[src/rtl/gbt_link_mon_pkg.sv]
// Shared types and helpers for the GBT link monitor.
// State encoding is fixed because state_o is read by slow control.
package gbt_link_mon_pkg;

    typedef enum logic [1:0] {
        ST_DOWN    = 2'd0,
        ST_QUALIFY = 2'd1,
        ST_UP      = 2'd2,
        ST_DROP    = 2'd3
    } gbt_state_e;

    // Saturating increment for a counter of the given width (1..32); the caller truncates.
    function automatic logic [31:0] sat_inc(input logic [31:0] val, input int unsigned width);
        logic [31:0] max_val;
        max_val = (32'd1 << width) - 32'd1;
        return (val >= max_val) ? max_val : val + 32'd1;
    endfunction

endpackage

[src/rtl/bit_sync_2ff.sv]
// Single-bit two-flop synchronizer with asynchronous active-high reset.
module bit_sync_2ff (
    input  logic clock_i,
    input  logic reset_i,
    input  logic d_i,
    output logic q_o
);

    logic meta_q;
    logic sync_q;

    always_ff @(posedge clock_i or posedge reset_i) begin
        if (reset_i) begin
            meta_q <= 1'b0;
            sync_q <= 1'b0;
        end else begin
            meta_q <= d_i;
            sync_q <= meta_q;
        end
    end

    assign q_o = sync_q;

endmodule

[src/rtl/gbt_link_monitor.sv]
// Qualifies/debounces GBT link status and counts glitches and unlocks.
// Define GBT_LINK_MON_SYNC_EN to pass raw inputs through 2-flop synchronizers first.
module gbt_link_monitor
    import gbt_link_mon_pkg::*;
#(
    parameter int unsigned LOCK_CYCLES   = 1024,
    parameter int unsigned GLITCH_CYCLES = 8,
    parameter int unsigned CNT_BITS      = 16
) (
    input  logic                clock_i,
    input  logic                reset_i,
    input  logic                gbt_rxready_raw_i,
    input  logic                gbt_rxvalid_raw_i,
    input  logic                gbt_txready_raw_i,
    input  logic                cnt_reset_i,
    output logic                gbt_rxready_o,
    output logic                gbt_rxvalid_o,
    output logic                gbt_txready_o,
    output logic                link_ok_o,
    output logic                link_lost_o,
    output logic [CNT_BITS-1:0] glitch_cnt_o,
    output logic [CNT_BITS-1:0] unlock_cnt_o,
    output logic [1:0]          state_o
);

    localparam int unsigned CntMax = (LOCK_CYCLES > GLITCH_CYCLES) ? LOCK_CYCLES : GLITCH_CYCLES;
    localparam int unsigned CntW   = $clog2(CntMax);
    localparam logic [CntW-1:0] LockLast   = CntW'(LOCK_CYCLES - 1);
    localparam logic [CntW-1:0] GlitchLast = CntW'(GLITCH_CYCLES - 1);

    logic rxready_s;
    logic rxvalid_s;
    logic txready_s;
    logic all_ok;

`ifdef GBT_LINK_MON_SYNC_EN
    bit_sync_2ff u_sync_rxready (
        .clock_i (clock_i),
        .reset_i (reset_i),
        .d_i     (gbt_rxready_raw_i),
        .q_o     (rxready_s)
    );

    bit_sync_2ff u_sync_rxvalid (
        .clock_i (clock_i),
        .reset_i (reset_i),
        .d_i     (gbt_rxvalid_raw_i),
        .q_o     (rxvalid_s)
    );

    bit_sync_2ff u_sync_txready (
        .clock_i (clock_i),
        .reset_i (reset_i),
        .d_i     (gbt_txready_raw_i),
        .q_o     (txready_s)
    );
`else
    assign rxready_s = gbt_rxready_raw_i;
    assign rxvalid_s = gbt_rxvalid_raw_i;
    assign txready_s = gbt_txready_raw_i;
`endif

    assign all_ok = rxready_s & rxvalid_s & txready_s;

    gbt_state_e          state_q, state_d;
    logic [CntW-1:0]     cnt_q, cnt_d;
    logic                link_ok_q, link_ok_d;
    logic                link_lost_q, link_lost_d;
    logic [CNT_BITS-1:0] glitch_cnt_q, glitch_cnt_d;
    logic [CNT_BITS-1:0] unlock_cnt_q, unlock_cnt_d;

    always_ff @(posedge clock_i or posedge reset_i) begin
        if (reset_i) begin
            state_q      <= ST_DOWN;
            cnt_q        <= '0;
            link_ok_q    <= 1'b0;
            link_lost_q  <= 1'b0;
            glitch_cnt_q <= '0;
            unlock_cnt_q <= '0;
        end else begin
            state_q      <= state_d;
            cnt_q        <= cnt_d;
            link_ok_q    <= link_ok_d;
            link_lost_q  <= link_lost_d;
            glitch_cnt_q <= glitch_cnt_d;
            unlock_cnt_q <= unlock_cnt_d;
        end
    end

    always_comb begin
        state_d = state_q;
        cnt_d   = cnt_q;
        unique case (state_q)
            ST_DOWN: begin
                if (all_ok) begin
                    state_d = ST_QUALIFY;
                    cnt_d   = CntW'(1);
                end else begin
                    cnt_d   = '0;
                end
            end
            ST_QUALIFY: begin
                if (!all_ok) begin
                    state_d = ST_DOWN;
                    cnt_d   = '0;
                end else if (cnt_q == LockLast) begin
                    state_d = ST_UP;
                end else begin
                    cnt_d   = cnt_q + CntW'(1);
                end
            end
            ST_UP: begin
                if (!all_ok) begin
                    state_d = ST_DROP;
                    cnt_d   = CntW'(1);
                end
            end
            ST_DROP: begin
                if (all_ok) begin
                    state_d = ST_UP;
                end else if (cnt_q == GlitchLast) begin
                    state_d = ST_DOWN;
                    cnt_d   = '0;
                end else begin
                    cnt_d   = cnt_q + CntW'(1);
                end
            end
            default: begin
                state_d = ST_DOWN;
                cnt_d   = '0;
            end
        endcase
    end

    // Outputs are computed from the next state so they land on the transition edge.
    always_comb begin
        link_ok_d   = (state_d == ST_UP) || (state_d == ST_DROP);
        link_lost_d = (state_q == ST_DROP) && (state_d == ST_DOWN);
    end

    always_comb begin
        glitch_cnt_d = glitch_cnt_q;
        unlock_cnt_d = unlock_cnt_q;
        if ((state_q == ST_DROP) && (state_d == ST_UP)) begin
            glitch_cnt_d = CNT_BITS'(sat_inc(32'(glitch_cnt_q), CNT_BITS));
        end
        if ((state_q == ST_DROP) && (state_d == ST_DOWN)) begin
            unlock_cnt_d = CNT_BITS'(sat_inc(32'(unlock_cnt_q), CNT_BITS));
        end
        // A clear coinciding with an increment must leave zero.
        if (cnt_reset_i) begin
            glitch_cnt_d = '0;
            unlock_cnt_d = '0;
        end
    end

    assign link_ok_o     = link_ok_q;
    assign gbt_rxready_o = link_ok_q;
    assign gbt_rxvalid_o = link_ok_q;
    assign gbt_txready_o = link_ok_q;
    assign link_lost_o   = link_lost_q;
    assign glitch_cnt_o  = glitch_cnt_q;
    assign unlock_cnt_o  = unlock_cnt_q;
    assign state_o       = state_q;

endmodule

[config.mk]
export PLATFORM = sky130hd
export DESIGN_NAME = gbt_link_monitor
export DESIGN_NICKNAME = d
export VERILOG_FILES = /design/src/rtl/gbt_link_mon_pkg.sv /design/src/rtl/bit_sync_2ff.sv /design/src/rtl/gbt_link_monitor.sv
export SDC_FILE = /design/constraint.sdc
export NUM_CORES = 1
export LEC_CHECK = 0
export BUFFER_PORTS_ARGS = -buffer_cell sky130_fd_sc_hd__buf_2
export CORE_ASPECT_RATIO = 2
export CORE_MARGIN = 2
export CORE_UTILIZATION = 56
export DETAILED_ROUTE_END_ITERATION = 8
export HOLD_SLACK_MARGIN = 0.08
export PLACE_DENSITY_LB_ADDON = 0.05
export SYNTH_ARGS = -nofsm -noshare
export SYNTH_HDL_FRONTEND = slang
export SYNTH_SLANG_ARGS = --single-unit
[constraint.sdc]
create_clock -name clock_i -period 2.1 [get_ports clock_i]
set_input_delay 0.63 -clock clock_i [delete_from_list [all_inputs] [get_ports clock_i]]
set_output_delay 0.63 -clock clock_i [all_outputs]
set_load 0.02 [all_outputs]
# Word-level counts from Yosys, hierarchy flattened
# Cells that the tools add are included.
[classes]
n_addsub = 3
mul = 0
div_mod_pow = 0
order_cmp = 2
eq_ne = 10
shifts = 0
muxes = 20
bitwise = 2
reduce_logical = 8
[ops]
columns = ["cell", "count"]
rows = [
  ["$mux 16", 6],
  ["$mux 10", 5],
  ["$pmux 10 s4", 1],
  ["$add 16x1->16 const B", 2],
  ["$ge 16x16->1 const B", 2],
  ["$mux 2", 6],
  ["$add 10x1->10 const B", 1],
  ["$eq 10x10->1 const B", 1],
  ["$eq 10x3->1 const B", 1],
  ["$eq 2x2->1 const B", 4],
  ["$pmux 2 s4", 1],
  ["$logic_not 2->1", 2],
  ["$ne 2x2->1 const B", 2],
  ["$reduce_bool 2->1", 2],
  ["$ne 3x3->1 const B", 1],
  ["$reduce_and 3->1", 1],
  ["$and 1x1->1", 2],
  ["$eq 2x1->1 const B", 1],
  ["$logic_and 1x1->1", 2],
  ["$logic_or 1x1->1", 1],
  ["$mux 1", 1],
]
[word_totals]
register_bits = 46
latch_bits = 0
ramBits = 0
mem_bits_ro = 0
in_bits = 6
word_cells = 51
mem_count = 0

# Longest topological paths before layout
[logic_depth]
ltp_word = 8
ltp_mapped = 8
ltp_nobuf = 6

# Worst setup path before layout
# No wires, ideal clock.
[synth_timing]
path_type = "reg2reg"
start = "reg glitch_cnt_q[0], in the netlist glitch_cnt_o[0]"
end = "reg glitch_cnt_q[9], in the netlist glitch_cnt_o[9]"
arrival_ps = 1883
t_required_ps = 2027
path_slack_ps = 144
path_stages_with_launch = 8
n_path_buf = 1
synth_period_minus_slack_ps = 1956
cell_sequence = "dfrtp_1 ha_1 nand3_4 or3_4 or2_1 buf_6 a41o_1 a21oi_2"
[synth_between]
elab_chain_cells = 4
[synth_rtl]
columns = ["element", "line", "source"]
rows = [
  ["start: declaration", "gbt_link_monitor.sv:69", "logic [CNT_BITS-1:0] glitch_cnt_q, glitch_cnt_d;"],
  ["start signal: assignment", "gbt_link_monitor.sv:85", "glitch_cnt_q <= glitch_cnt_d;"],
  ["$add 16x1->16 or $ge 16x16->1 (tied branches)", "gbt_link_mon_pkg.sv:16", "return (val >= max_val) ? max_val : val + 32'd1;"],
  ["$mux 16 (*)", "gbt_link_mon_pkg.sv:16", ""],
  ["$mux 16 (*)", "gbt_link_monitor.sv:144", "if ((state_q == ST_DROP) && (state_d == ST_UP)) begin"],
  ["$mux 16 (*)", "gbt_link_monitor.sv:151", "if (cnt_reset_i) begin"],
]
# Every way passes the cells marked *; elsewhere a longest branch is shown, timed or not. The select of a mux whose other input is x is not followed.
# A chain may end at the register's enable or synchronous reset.

# Worst setup path after layout
[layout_timing]
start = "reg cnt_q[7]"
end = "reg cnt_q[2]"
[layout_between]
elab_chain_cells = 4
[layout_rtl]
columns = ["element", "line", "source"]
rows = [
  ["start: declaration", "gbt_link_monitor.sv:66", "logic [CntW-1:0] cnt_q, cnt_d;"],
  ["start signal: assignment", "gbt_link_monitor.sv:82", "cnt_q <= cnt_d;"],
  ["$eq 10x3->1", "gbt_link_monitor.sv:121", "end else if (cnt_q == GlitchLast) begin"],
  ["$mux 10", "gbt_link_monitor.sv:121", ""],
  ["$mux 10", "gbt_link_monitor.sv:119", "if (all_ok) begin"],
  ["$pmux 10 s4", "gbt_link_monitor.sv:93", "unique case (state_q)"],
]
# Several ways; a longest one is shown, not always the timed one. The select of a mux whose other input is x is not followed.

==> out/metrics.csv <==
metric;value;unit
status;complete, no violations;
CP Data Required Time;2.29;ns
Worst VDD drop;0.4103;mV
leading area contributor after synthesis;dfrtp_1;
diode count;0;
final slew viol count;0;
CTS buffer count;5;
Tot GR Track Use;27.97;%
Setup WS pre-CTS;0.01537;ns
Most Crowded Layer GR;met2;
hpwl dp;5032;um
initial drt markers;62;
Setup TNS Final;0;ns
post-synthesis register bit count;45;
hold slack;0.3348;ns
DRC Markers;0;
global route total overflow;0;
core area;0.004642;mm2
vias in the first global route;2582;
placed instance count;413;
synth top area cells;dfrtp_1 41%, nor2_1 4.8%, nand3_1 3.3%;
final instance area;0.003209;mm2
RSZ-0062 raised after global routing;no;
nets;374;
IO buf count;44;
syn nets;316;
met3 usage;3.768;%
Final Hold Fails;0;
number of synthesized flops with an enable pin;0;
Die W;53.28;um
Pwr Density;471.0;mW/mm2
Top Ports;45;
routed wire length;6784;um
fill count;443;
count of final setup violators;0;
Post-Syn Instances;307;
clk slew on worst S/H paths;0.10;ns
Post-Layout Cell Count;421;
share of layout cells above drive strength 1;28.69;%
Syn Area/Cell;8.860;um2
H-tree lvl count;2;
Worst-Margin Slew;0.5610;ns
CTS tree;done;
clock sinks;45;
Leak;0.001534;uW
Core Rows;35;
Post-synth top flop;dfrtp_1;
first-pass GRT wire length;11580;um
Final Wtd Congestion;0.8442;
ANT nets after route;0;
initial antenna violation count;0;
top-area cell type share of the netlist area;41.40;%
Layout area overhead;17.99;%
Ys Warns;0;
Die Y;102.6;um
crit path capture type;register;
Worst Path Arrival;2.18;ns
crit path max fanout;8;
pin count of the biggest net entering global routing;46;
routed vias;2615;
Initial Utilization;58.60;%
fin crit period;1.994;ns
worst-skew pair later-pin latency;0.31;ns
Synth top cells by count;45 x dfrtp_1, 35 x nor2_1, 22 x nand2_1, 18 x nand3_1, 16 x nor3_1;
clk buf depth;2;
Async S/R FF share, synth;100.0;%
Clock Skew;0.01489;ns
Slew HR;62.60;%
post-synthesis sequential area ratio;41.40;%
worst min-delay path class;in2async;
Distinct cells, synth;59;
Max Clk Rate;501.4;MHz
Mapped Area;0.002720;mm2
critical path class;reg2reg;
routed length per placed instance;16.11;um
via/cell ratio;6.211;
DRT Pass-1 Iters;4;
most common cell in the netlist;dfrtp_1;
Root Driver;clkbuf_8;
number of max-cap violations;0;
met2 GRT Util;52.23;%
DIE AREA;0.005464;mm2
crit path launch type;register;
dpl cell area;0.003108;mm2
met1 Resource Use GR;30.35;%
Final period util;94.97;%
Setup WS post-layout;0.1057;ns
metrics by stage:
step,util (%),power [uW]
global placement,66.95,945.9
floorplan,-,922.5
finish,69.14,1511
global route,69.14,1564
CTS,69.03,1525
detailed placement,66.95,947.5
routing by layer:
layer | wire length [um] | part of all wire [%]
met3 | 236 | 3.5
met2 | 3795 | 56
met1 | 2577 | 38
met5 | 0 | 0
met4 | 174 | 2.6
final timing paths:
| kind | start | slack [ns] | end | cells past startpoint |
|---|---|---|---|---|
| max | cnt_q[7]$_DFFE_PP0P_ | 0.11 | cnt_q[2]$_DFFE_PP0P_ | 7 |
| min | reset_i | 0.33 | unlock_cnt_o[11]$_DFFE_PP0P_ | 3 |
| max reg2reg | cnt_q[7]$_DFFE_PP0P_ | 0.11 | cnt_q[2]$_DFFE_PP0P_ | 7 |
| min reg2reg | unlock_cnt_o[11]$_DFFE_PP0P_ | 0.52 | unlock_cnt_o[11]$_DFFE_PP0P_ | 1 |
| max in group asynchronous | reset_i | 1.53 | cnt_q[1]$_DFFE_PP0P_ | 3 |
| min in group clock_i | unlock_cnt_o[11]$_DFFE_PP0P_ | 0.52 | unlock_cnt_o[11]$_DFFE_PP0P_ | 1 |
area by class of cell:
type / count / area (um2) / area share (%)
clock buffer: 6 / 82.58 / 2.573
inverter: 11 / 41.29 / 1.287
sequential: 45 / 1126 / 35.09
tap: 55 / 68.82 / 2.144
timing repair buffer: 71 / 435.4 / 13.57
multi-input combinational: 231 / 1441 / 44.91
clock inverter: 2 / 13.76 / 0.4288
logic make-up (layout without fill, tap and decap cells):
logic type | after synthesis | count (layout) | synth area share (%)
AO/OA/AOI/OAI | 79 | 79 | 20.47
XOR/XNOR | 1 | 1 | 0.3220
adder cells (fa/ha/maj) | 3 | 3 | 1.380
buffers and inverters | 31 | 90 | 5.795
flip-flops | 45 | 45 | 41.40
multiplexers | 4 | 4 | 1.472
AND/OR/NAND/NOR | 144 | 144 | 29.16
power by group:
group	internal (uW)	leakage, uW	switching [uW]	total [uW]
registers	867	0.000628	3.06	870
logic	19.3	0.000855	39.5	58.8
clock network	267	0.0000512	315	582
flip-flops by register name, indices dropped and copies added (netlist names):
register,count
glitch_cnt_o,16
unlock_cnt_o,16
cnt_q,10
gbt_rxready_o,1
link_lost_o,1
state_o,1
repair_timing:
| action | 4_1_cts | 5_1_grt |
|---|---|---|
| resized for setup | 0 | 1 |
| buffers inserted | 0 | 0 |
| hold buffers | 0 | 0 |
| endpoints found under the setup margin | 0 | 6 |
worst max-delay path: stages, from the launching register on:
cell and delay, ns:
dfrtp_1 0.43, nor4_2 0.42, and4_4 0.28, buf_4 0.12, a21oi_2 0.06, buf_4 0.17, a21o_1 0.17, a22o_1 0.22
placed cells by master (no fill, tap or decap), types with 2 or more instances in the layout:
master / count
a41o_1: 2
nand2_1: 22
nor4_1: 2
buf_4: 26
a21oi_2: 4
or2_2: 5
a22o_1: 6
nand4_1: 8
a21o_1: 7
a21oi_1: 12
o21bai_1: 2
ha_1: 3
o21a_1: 2
a311oi_1: 2
a211oi_1: 8
nor2_1: 35
nand3_1: 18
a41oi_1: 2
nor3_1: 15
buf_2: 44
mux2i_1: 4
nand2b_1: 2
and3_1: 8
a211oi_2: 2
clkbuf_8: 6
dfrtp_1: 45
and4_1: 10
o21ai_0: 15
inv_1: 10
nor3_2: 4
a31oi_1: 6
(Power assumes the default switching activity.)
